## config.mk

```make
export PLATFORM = sky130hd
export DESIGN_NAME = sr04_uart_report_flat
export DESIGN_NICKNAME = d
export VERILOG_FILES = /design/src/rtl/sr04_uart_report_if.sv /design/src/rtl/sr04_uart_report.sv /design/src/flat_wrapper.sv
export SDC_FILE = /design/constraint.sdc
export NUM_CORES = 1
export LEC_CHECK = 0
export CAP_MARGIN = 10
export CORE_ASPECT_RATIO = 0.7
export CORE_MARGIN = 4
export CORE_UTILIZATION = 45
export CTS_BUF_LIST = sky130_fd_sc_hd__clkbuf_8
export DETAILED_ROUTE_END_ITERATION = 8
export GPL_ROUTABILITY_DRIVEN = 0
export GPL_TIMING_DRIVEN = 0
export SKIP_CTS_REPAIR_TIMING = 1
export SLEW_MARGIN = 20
export SYNTH_ARGS = -nofsm -noshare
export SYNTH_HDL_FRONTEND = slang
export SYNTH_SLANG_ARGS = --single-unit
export TNS_END_PERCENT = 10
```

## constraint.sdc

```tcl
create_clock -name clk -period 2.36 [get_ports clk]
set_input_delay 0.472 -clock clk [delete_from_list [all_inputs] [get_ports clk]]
set_output_delay 0.472 -clock clk [all_outputs]
set_load 0.02 [all_outputs]
```

## src/rtl/sr04_uart_report_if.sv

```systemverilog
// Connection between the SR04 ranging stage and the UART distance reporter:
// the sample strobe and value going in, the serial line and status coming out.
interface sr04_uart_report_if;
    logic [7:0] distance;
    logic       dist_valid;
    logic       tx;
    logic       busy;
    logic       overrun;

    modport master (
        output distance,
        output dist_valid,
        input  tx,
        input  busy,
        input  overrun
    );

    modport slave (
        input  distance,
        input  dist_valid,
        output tx,
        output busy,
        output overrun
    );
endinterface

```

## src/rtl/sr04_uart_report.sv

```systemverilog
// Reports each accepted 8-bit distance sample as a 5-byte ASCII frame "DDD\r\n"
// on an 8N1 UART line, using a sequential double-dabble binary-to-BCD converter.
module sr04_uart_report #(
    parameter int CLK_FREQ = 50_000_000,
    parameter int BAUD     = 115200
) (
    input  logic              clk,
    input  logic              rst_n,
    sr04_uart_report_if.slave bus
);
    localparam int DIV = CLK_FREQ / BAUD;
    localparam int BW  = (DIV > 1) ? $clog2(DIV) : 1;
    localparam logic [BW-1:0] BAUD_LAST = BW'(DIV - 1);

    typedef enum logic [1:0] {IDLE, CONV, LOAD, SHIFT} state_t;

    state_t          state_reg;
    logic [7:0]      bin_reg;
    logic [11:0]     bcd_reg;
    logic [2:0]      conv_cnt_reg;
    logic [BW-1:0]   baud_cnt_reg;
    logic [3:0]      bit_cnt_reg;
    logic [2:0]      byte_idx_reg;
    logic [8:0]      shift_reg;
    logic            tx_reg;
    logic            busy_reg;
    logic            overrun_reg;

    logic [11:0]     bcd_adj;
    logic [19:0]     dabble_next;
    logic [2:0]      sel_idx;
    logic [7:0]      sel_byte;

    genvar gi;
    generate
        for (gi = 0; gi < 3; gi++) begin : g_nibble_adj
            assign bcd_adj[gi*4 +: 4] = (bcd_reg[gi*4 +: 4] >= 4'd5) ?
                                        bcd_reg[gi*4 +: 4] + 4'd3 :
                                        bcd_reg[gi*4 +: 4];
        end
    endgenerate

    always_comb begin
        dabble_next = {bcd_adj, bin_reg} << 1;
    end

    // During the stop bit the mux already points at the next byte, so the
    // following start bit can be launched on the very edge the stop bit ends.
    always_comb begin
        sel_idx  = (state_reg == LOAD) ? byte_idx_reg : byte_idx_reg + 3'd1;
        sel_byte = 8'h0A;
        case (sel_idx)
            3'd0:    sel_byte = {4'h3, bcd_reg[11:8]};
            3'd1:    sel_byte = {4'h3, bcd_reg[7:4]};
            3'd2:    sel_byte = {4'h3, bcd_reg[3:0]};
            3'd3:    sel_byte = 8'h0D;
            default: sel_byte = 8'h0A;
        endcase
    end

    always_ff @(posedge clk or negedge rst_n) begin
        if (!rst_n) begin
            state_reg    <= IDLE;
            bin_reg      <= '0;
            bcd_reg      <= '0;
            conv_cnt_reg <= '0;
            baud_cnt_reg <= '0;
            bit_cnt_reg  <= '0;
            byte_idx_reg <= '0;
            shift_reg    <= '0;
            tx_reg       <= 1'b1;
            busy_reg     <= 1'b0;
            overrun_reg  <= 1'b0;
        end else begin
            overrun_reg <= bus.dist_valid && (state_reg != IDLE);
            case (state_reg)
                IDLE: begin
                    tx_reg <= 1'b1;
                    if (bus.dist_valid) begin
                        bin_reg      <= bus.distance;
                        bcd_reg      <= '0;
                        conv_cnt_reg <= '0;
                        busy_reg     <= 1'b1;
                        state_reg    <= CONV;
                    end
                end
                CONV: begin
                    bcd_reg      <= dabble_next[19:8];
                    bin_reg      <= dabble_next[7:0];
                    conv_cnt_reg <= conv_cnt_reg + 3'd1;
                    if (conv_cnt_reg == 3'd7) state_reg <= LOAD;
                end
                LOAD: begin
                    tx_reg       <= 1'b0;
                    shift_reg    <= {1'b1, sel_byte};
                    baud_cnt_reg <= '0;
                    bit_cnt_reg  <= '0;
                    state_reg    <= SHIFT;
                end
                SHIFT: begin
                    if (baud_cnt_reg == BAUD_LAST) begin
                        baud_cnt_reg <= '0;
                        if (bit_cnt_reg == 4'd9) begin
                            if (byte_idx_reg == 3'd4) begin
                                byte_idx_reg <= '0;
                                busy_reg     <= 1'b0;
                                tx_reg       <= 1'b1;
                                state_reg    <= IDLE;
                            end else begin
                                byte_idx_reg <= byte_idx_reg + 3'd1;
                                bit_cnt_reg  <= '0;
                                tx_reg       <= 1'b0;
                                shift_reg    <= {1'b1, sel_byte};
                            end
                        end else begin
                            bit_cnt_reg <= bit_cnt_reg + 4'd1;
                            tx_reg      <= shift_reg[0];
                            shift_reg   <= {1'b1, shift_reg[8:1]};
                        end
                    end else begin
                        baud_cnt_reg <= baud_cnt_reg + BW'(1);
                    end
                end
                default: state_reg <= IDLE;
            endcase
        end
    end

    assign bus.tx      = tx_reg;
    assign bus.busy    = busy_reg;
    assign bus.overrun = overrun_reg;
endmodule

```

## src/flat_wrapper.sv

```systemverilog
// flat-port wrapper written by rule: the top's interface ports become plain ports
module sr04_uart_report_flat 
#(
    parameter int CLK_FREQ = 50_000_000,
    parameter int BAUD     = 115200
)
  (clk, rst_n, bus_distance, bus_dist_valid, bus_tx, bus_busy, bus_overrun);
  sr04_uart_report_if bus_i ();
  input  logic clk;
  input  logic rst_n;
  input wire logic [$bits(bus_i.distance)-1:0] bus_distance;
  input wire logic [$bits(bus_i.dist_valid)-1:0] bus_dist_valid;
  output wire logic [$bits(bus_i.tx)-1:0] bus_tx;
  output wire logic [$bits(bus_i.busy)-1:0] bus_busy;
  output wire logic [$bits(bus_i.overrun)-1:0] bus_overrun;
  assign bus_i.distance = bus_distance;
  assign bus_i.dist_valid = bus_dist_valid;
  assign bus_tx = bus_i.tx;
  assign bus_busy = bus_i.busy;
  assign bus_overrun = bus_i.overrun;
  sr04_uart_report #(.CLK_FREQ(CLK_FREQ), .BAUD(BAUD)) u_core (.clk(clk), .rst_n(rst_n), .bus(bus_i));
endmodule
```

Word-level counts from Yosys, hierarchy flattened

Index checks and enable logic that the tools add are counted.

Register bits after elaboration: 53
Input port bits: 11
Output and inout bits: 3
Word-level logic and storage cells: 88

Add/sub/neg operators: 7
$lt $le $gt $ge: 3
Eq/ne operators: 16
Multiplexer cells: 37
Reductions and logical operators: 14

Operator list:

| kind                | count |
|---|---|
| $mux 9              | 4 |
| $pmux 9 s2          | 2 |
| $pmux 12 s2         | 1 |
| $pmux 6 s4          | 1 |
| $mux 4              | 5 |
| $pmux 8 s2          | 1 |
| $ge 4x3->1 const B  | 3 |
| $mux 12             | 1 |
| $mux 3              | 4 |
| $mux 2              | 5 |
| $reduce_and 5->1    | 2 |
| $add 9x1->9 const B | 1 |
| $eq 9x9->1 const B  | 1 |
| $add 4x2->4 const B | 2 |
| $mux 8              | 1 |
| $ne 2x1->1 const B  | 4 |
| $pmux 2 s4          | 1 |
| $pmux 4 s2          | 1 |
| $reduce_bool 2->1   | 4 |
| $mux 1              | 7 |
| $add 3x1->3 const B | 2 |
| $eq 3x2->1 const B  | 2 |
| $eq 3x3->1 const B  | 2 |
| $pmux 3 s2          | 1 |
| 16 further kinds    | 19 |

Logic depth before layout (Yosys ltp)

Depth in word-level cells: 8
Mapped depth: 9
Gate-level depth less buffers: 7

Least setup slack after synthesis

No wires, ideal clock.

Path kind: register to register
From: register u_core.byte_idx_reg[0]
To: register u_core.shift_reg[0]
Setup time: 0.077 ns
Arrival: 1.793 ns
Data required time: 2.283 ns
Path slack: 0.490 ns
Stages on the path, launching flop included: 8
Path through: dfrtp_1 -> buf_2 -> inv_1 -> ha_1 -> nor2_1 -> mux2_2 -> a2111o_1 -> a21oi_1

Cells in the longest elaborated chain, start to end: 8
Elaborated cells between the ends (all ways): 14
Classes of those cells: add/sub (1); eq/ne (5); mux (6); reduce/logical (2)

RTL lines:

| element                            | RTL line                | source |
|---|---|---|
| start: declaration                 | sr04_uart_report.sv:23  | `logic [2:0] byte_idx_reg;` |
| start signal: assignment           | sr04_uart_report.sv:110 | `byte_idx_reg <= byte_idx_reg + 3'd1;` |
| $add 3x1->3                        | sr04_uart_report.sv:50  | `sel_idx = (state_reg == LOAD) ? byte_idx_reg : byte_idx_reg + 3'd1;` |
| $mux 3                             | sr04_uart_report.sv:50  |  |
| $eq 3x2->1 (tied with other cells) | sr04_uart_report.sv:52  | `case (sel_idx)` |
| $pmux 6 s4                         | sr04_uart_report.sv:52  |  |
| $mux 9                             | sr04_uart_report.sv:104 | `if (byte_idx_reg == 3'd4) begin` |
| $mux 9                             | sr04_uart_report.sv:103 | `if (bit_cnt_reg == 4'd9) begin` |
| $mux 9                             | sr04_uart_report.sv:101 | `if (baud_cnt_reg == BAUD_LAST) begin` |
| $pmux 9 s2                         | sr04_uart_report.sv:76  | `case (state_reg)` |
| end signal: assignment             | sr04_uart_report.sv:95  | `shift_reg <= {1'b1, sel_byte};` |
| end signal: assignment             | sr04_uart_report.sv:113 | `shift_reg <= {1'b1, sel_byte};` |
| end signal: assignment             | sr04_uart_report.sv:118 | `shift_reg <= {1'b1, shift_reg[8:1]};` |
| end: declaration                   | sr04_uart_report.sv:24  | `logic [8:0] shift_reg;` |

Parallel ways exist; a longest one is shown, timed or not. The select of a mux whose other input is x is not followed.
A chain may end at the register's enable or synchronous reset.

Worst setup path after layout

From: register u_core.bit_cnt_reg[1]
To: register u_core.state_reg[1]

Cells in the longest elaborated chain, start to end: 3

RTL lines:

| element                    | RTL line                | source |
|---|---|---|
| start: declaration         | sr04_uart_report.sv:22  | `logic [3:0] bit_cnt_reg;` |
| start signal: assignment   | sr04_uart_report.sv:116 | `bit_cnt_reg <= bit_cnt_reg + 4'd1;` |
| $eq 4x4->1                 | sr04_uart_report.sv:103 |  |
| $ne 2x1->1 (no line)       | -                       |  |
| $reduce_and 5->1 (no line) | -                       |  |
| end signal: assignment     | sr04_uart_report.sv:98  | `state_reg <= SHIFT;` |
| end signal: assignment     | sr04_uart_report.sv:108 | `state_reg <= IDLE;` |
| end signal: assignment     | sr04_uart_report.sv:124 | `default: state_reg <= IDLE;` |
| end: declaration           | sr04_uart_report.sv:17  | `state_t state_reg;` |

Every way passes these cells.

==> flow_metrics.env <==
export IMPL_status="finished, final reports clean"
export IMPL_layout_nets=365
export IMPL_cts_root_buf="clkbuf_8"
export IMPL_pin_count=14
export IMPL_fillerInstances=601
export IMPL_largest_register_ffs=12
export IMPL_synth_area_sq_um=2980
export IMPL_cap_violations=0
export IMPL_grt_setup_unrepaired="no"
export IMPL_setup_violations=0
export IMPL_drive_gt1_frac=0.0920
export IMPL_clock_skew_ns=0.00697
export IMPL_cp_max_fo=6
export IMPL_die_h_um=76.1
export IMPL_antenna_found_initial=0
export IMPL_multi_input_area_sq_um=1540
export IMPL_n_antenna_cell=0
export IMPL_synth_cell_type_count=46
export IMPL_syn_nets=345
export IMPL_async_reset_ff_frac=1.00
export IMPL_cellLeakagePower_nw=1.44
export IMPL_cts_tree="done"
export IMPL_startpoint_type="flip-flop"
export IMPL_arrival_ns=2.33
export IMPL_slew_headroom=0.509
export IMPL_ys_seq_area_frac=0.445
export IMPL_core_area_sq_um=6340
export IMPL_reg2reg_to="u_core.state_reg[1]$_DFFE_PN0P_"
export IMPL_reg2reg_slack_ns=0.23
export IMPL_hold_class="input port to async pin"
export IMPL_die_area_sq_um=8020
export IMPL_drv_slew=0
export IMPL_critical_path_class="flip-flop to flip-flop"
export IMPL_dr_pass1_iters=4
export IMPL_r2r_cells=7
export IMPL_cp_data_required_time_ns=2.56
export IMPL_ys_warn_count=0
export IMPL_path_depth=7
export IMPL_synthCells=316
export IMPL_hold_violations=0
export IMPL_worst_pin_slew_ns=0.729
export IMPL_num_rows=24
export IMPL_crit_family="compound AO/OA/AOI/OAI gates"
export IMPL_vias=2243
export IMPL_grtUsageTotal=0.159
export IMPL_yosys_area_top_type="dfrtp_1"
export IMPL_endpoint_kind="flip-flop"
export IMPL_yosys_register_bits=53
export IMPL_placed_area_sq_um=3230
export IMPL_ys_flop_type="dfrtp_1"
export IMPL_finalInstanceArea_sq_um=3320
export IMPL_die_width_um=105
export IMPL_wl_per_cell_um=14.1
export IMPL_cts_buffer_depth=2
export IMPL_grt_max_degree=54
export IMPL_fin_setup_tns_ns=0
export IMPL_synth_edff_count=0
export IMPL_clk_latency_ns=0.31
export IMPL_dpl_hpwl_um=4320
export IMPL_clkSinkCount=53
export IMPL_grt_pass1_wl_um=10500
export IMPL_synth_top_cell_area_share=0.436
export IMPL_cpMaxStageDelayCell="o21ai_0"
export IMPL_wirelength_um=6030
export IMPL_postRouteAntennaNets=0
export IMPL_r2r_start="u_core.bit_cnt_reg[1]$_DFFE_PN0P_"
export IMPL_cts_htree_levels=2
export IMPL_gr_total_overflow=0
export IMPL_clk_pin_slew_ns=0.09
export IMPL_areaGrowthSynthToFinish_pct=11.3
export IMPL_worstSetupEndpoint="u_core.state_reg[1]$_DFFE_PN0P_"
export IMPL_synth_area_leaders="dfrtp_1 44%, ha_1 7.5%, o21ai_0 7.2%"
export IMPL_cpPeakStageDelay_ns=0.59
export IMPL_regArea_sq_um=1330
export IMPL_powerDensity_nw_per_um2=444
export IMPL_drc=0
export IMPL_grt_pass1_vias=2093
export IMPL_start_util=0.471
export IMPL_min_period_over_period=0.903
export IMPL_fin_util=0.524
export IMPL_crit_buf_inv=1
export IMPL_ir_drop_mv=0.216
export IMPL_avgSynthCellArea_sq_um=9.44
export IMPL_crit_start="u_core.bit_cnt_reg[1]$_DFFE_PN0P_"
export IMPL_routed_via_density=5.24
export IMPL_cts_made_buffers=5
export IMPL_path_cells="inv_1 > ha_1 > nand2_1 > o21ai_0 > nand3_2 > o21bai_4 > mux2_4"
export IMPL_drt_iter0_markers=89
export IMPL_max_freq_mhz=469
export IMPL_period_needed_ns=2.13
export IMPL_numPortBuffers=13
==> worst min path at each step <==
stage | startpoint | endpoint | slack [ns] | cells after the start
global route | rst_n | u_core.shift_reg[6]$_DFFE_PN0P_ | 0.24 | 1
detailed placement | u_core.shift_reg[7]$_DFFE_PN0P_ | u_core.shift_reg[7]$_DFFE_PN0P_ | 0.46 | 2
finish | rst_n | u_core.shift_reg[6]$_DFFE_PN0P_ | 0.18 | 1
global placement | u_core.shift_reg[7]$_DFFE_PN0P_ | u_core.shift_reg[7]$_DFFE_PN0P_ | 0.45 | 2
floorplan | rst_n | u_core.baud_cnt_reg[0]$_DFFE_PN0N_ | 0.18 | 0
CTS | rst_n | u_core.byte_idx_reg[2]$_DFFE_PN0P_ | 0.23 | 1
==> cell type report <==
cell class / count / share of cell area
plain buffers: 13 / 0.0226
flip-flops and latches: 53 / 0.400
repair buffers: 13 / 0.0384
well taps: 91 / 0.0343
clock inverters: 2 / 0.00226
clock buffers: 6 / 0.0249
inverters: 13 / 0.0147
multi-input cells: 237 / 0.463
==> cell usage after synthesis (2+ instances only) <==
library cell  instances
nand2b_1              8
nor3_1                4
a31oi_1               4
o31ai_1               4
mux2_2                2
inv_1                13
a22o_1                3
nor2_1               20
xor2_1                4
o21ai_0              43
buf_2                 6
buf_6                 2
nand3b_1              2
nand3_1              11
ha_1                 18
xnor2_1               3
and3_1                4
mux2i_1              14
clkbuf_1              5
nor2b_1               7
nand2_1              45
dfrtp_1              52
o21a_1                3
o22ai_1               2
a21oi_1              14
a22oi_1               3
==> routing by layer <==
layer	track usage	vias up	wire length, um
met1	0.253	1069	3400
met5	0	-	0
met2	0.216	19	2380
met4	0.0433	0	76
li1	-	1147	-
met3	0.0322	8	167
==> placed cells by master, fill, tap and decap left out, types with 8 or more instances in the layout <==
master	synthesis	layout
nand2b_1	8	8
mux2i_1	14	14
o21ai_0	43	43
nand2_1	45	45
clkdlybuf4s50_1	0	12
ha_1	18	18
nand3_1	11	11
a21oi_1	14	14
dfrtp_1	52	52
nor2_1	20	20
inv_1	13	15
==> worst reg2reg max path: stages, from the launching register on <==
cell and delay [ns]:
dfrtp_1 0.40, inv_1 0.08, ha_1 0.16, nand2_1 0.08, o21ai_0 0.59, nand3_2 0.19, o21bai_4 0.23, mux2_4 0.29
==> logic make-up (layout without fill, tap and decap cells) <==
| family | count (synthesis) | count (layout) | share of synthesized area |
|---|---|---|---|
| and+or+nand+nor | 109 | 109 | 0.174 |
| buffers and inverters | 26 | 47 | 0.0403 |
| AOI/OAI and AO/OA | 86 | 86 | 0.185 |
| muxes | 17 | 17 | 0.0595 |
| DFF | 53 | 53 | 0.445 |
| xor gates and xnor gates | 7 | 7 | 0.0205 |
| adders and majority gates | 18 | 18 | 0.0755 |
==> power breakdown <==
group	switching, mW	internal (mW)	total (mW)
combinational	0.0231	0.0177	0.0408
sequential	0.000279	0.908	0.908
clock	0.295	0.232	0.526
total	0.318	1.16	1.48
==> through the flow <==
stage | std cells | power [mW] | hold WS [ns] | worst slack, ns
final | 428 | 1.48 | 0.176 | 0.229
after CTS | 428 | 1.50 | 0.227 | 0.0441
after floorplan | 316 | 0.931 | 0.176 | 0.490
after global routing | 428 | 1.53 | 0.237 | 0.0639
after detailed placement | 420 | 0.969 | 0.463 | 0.0694
after global placement | 420 | 0.970 | 0.453 | -0.927
Note: power is estimated with default switching activity, not from simulation.
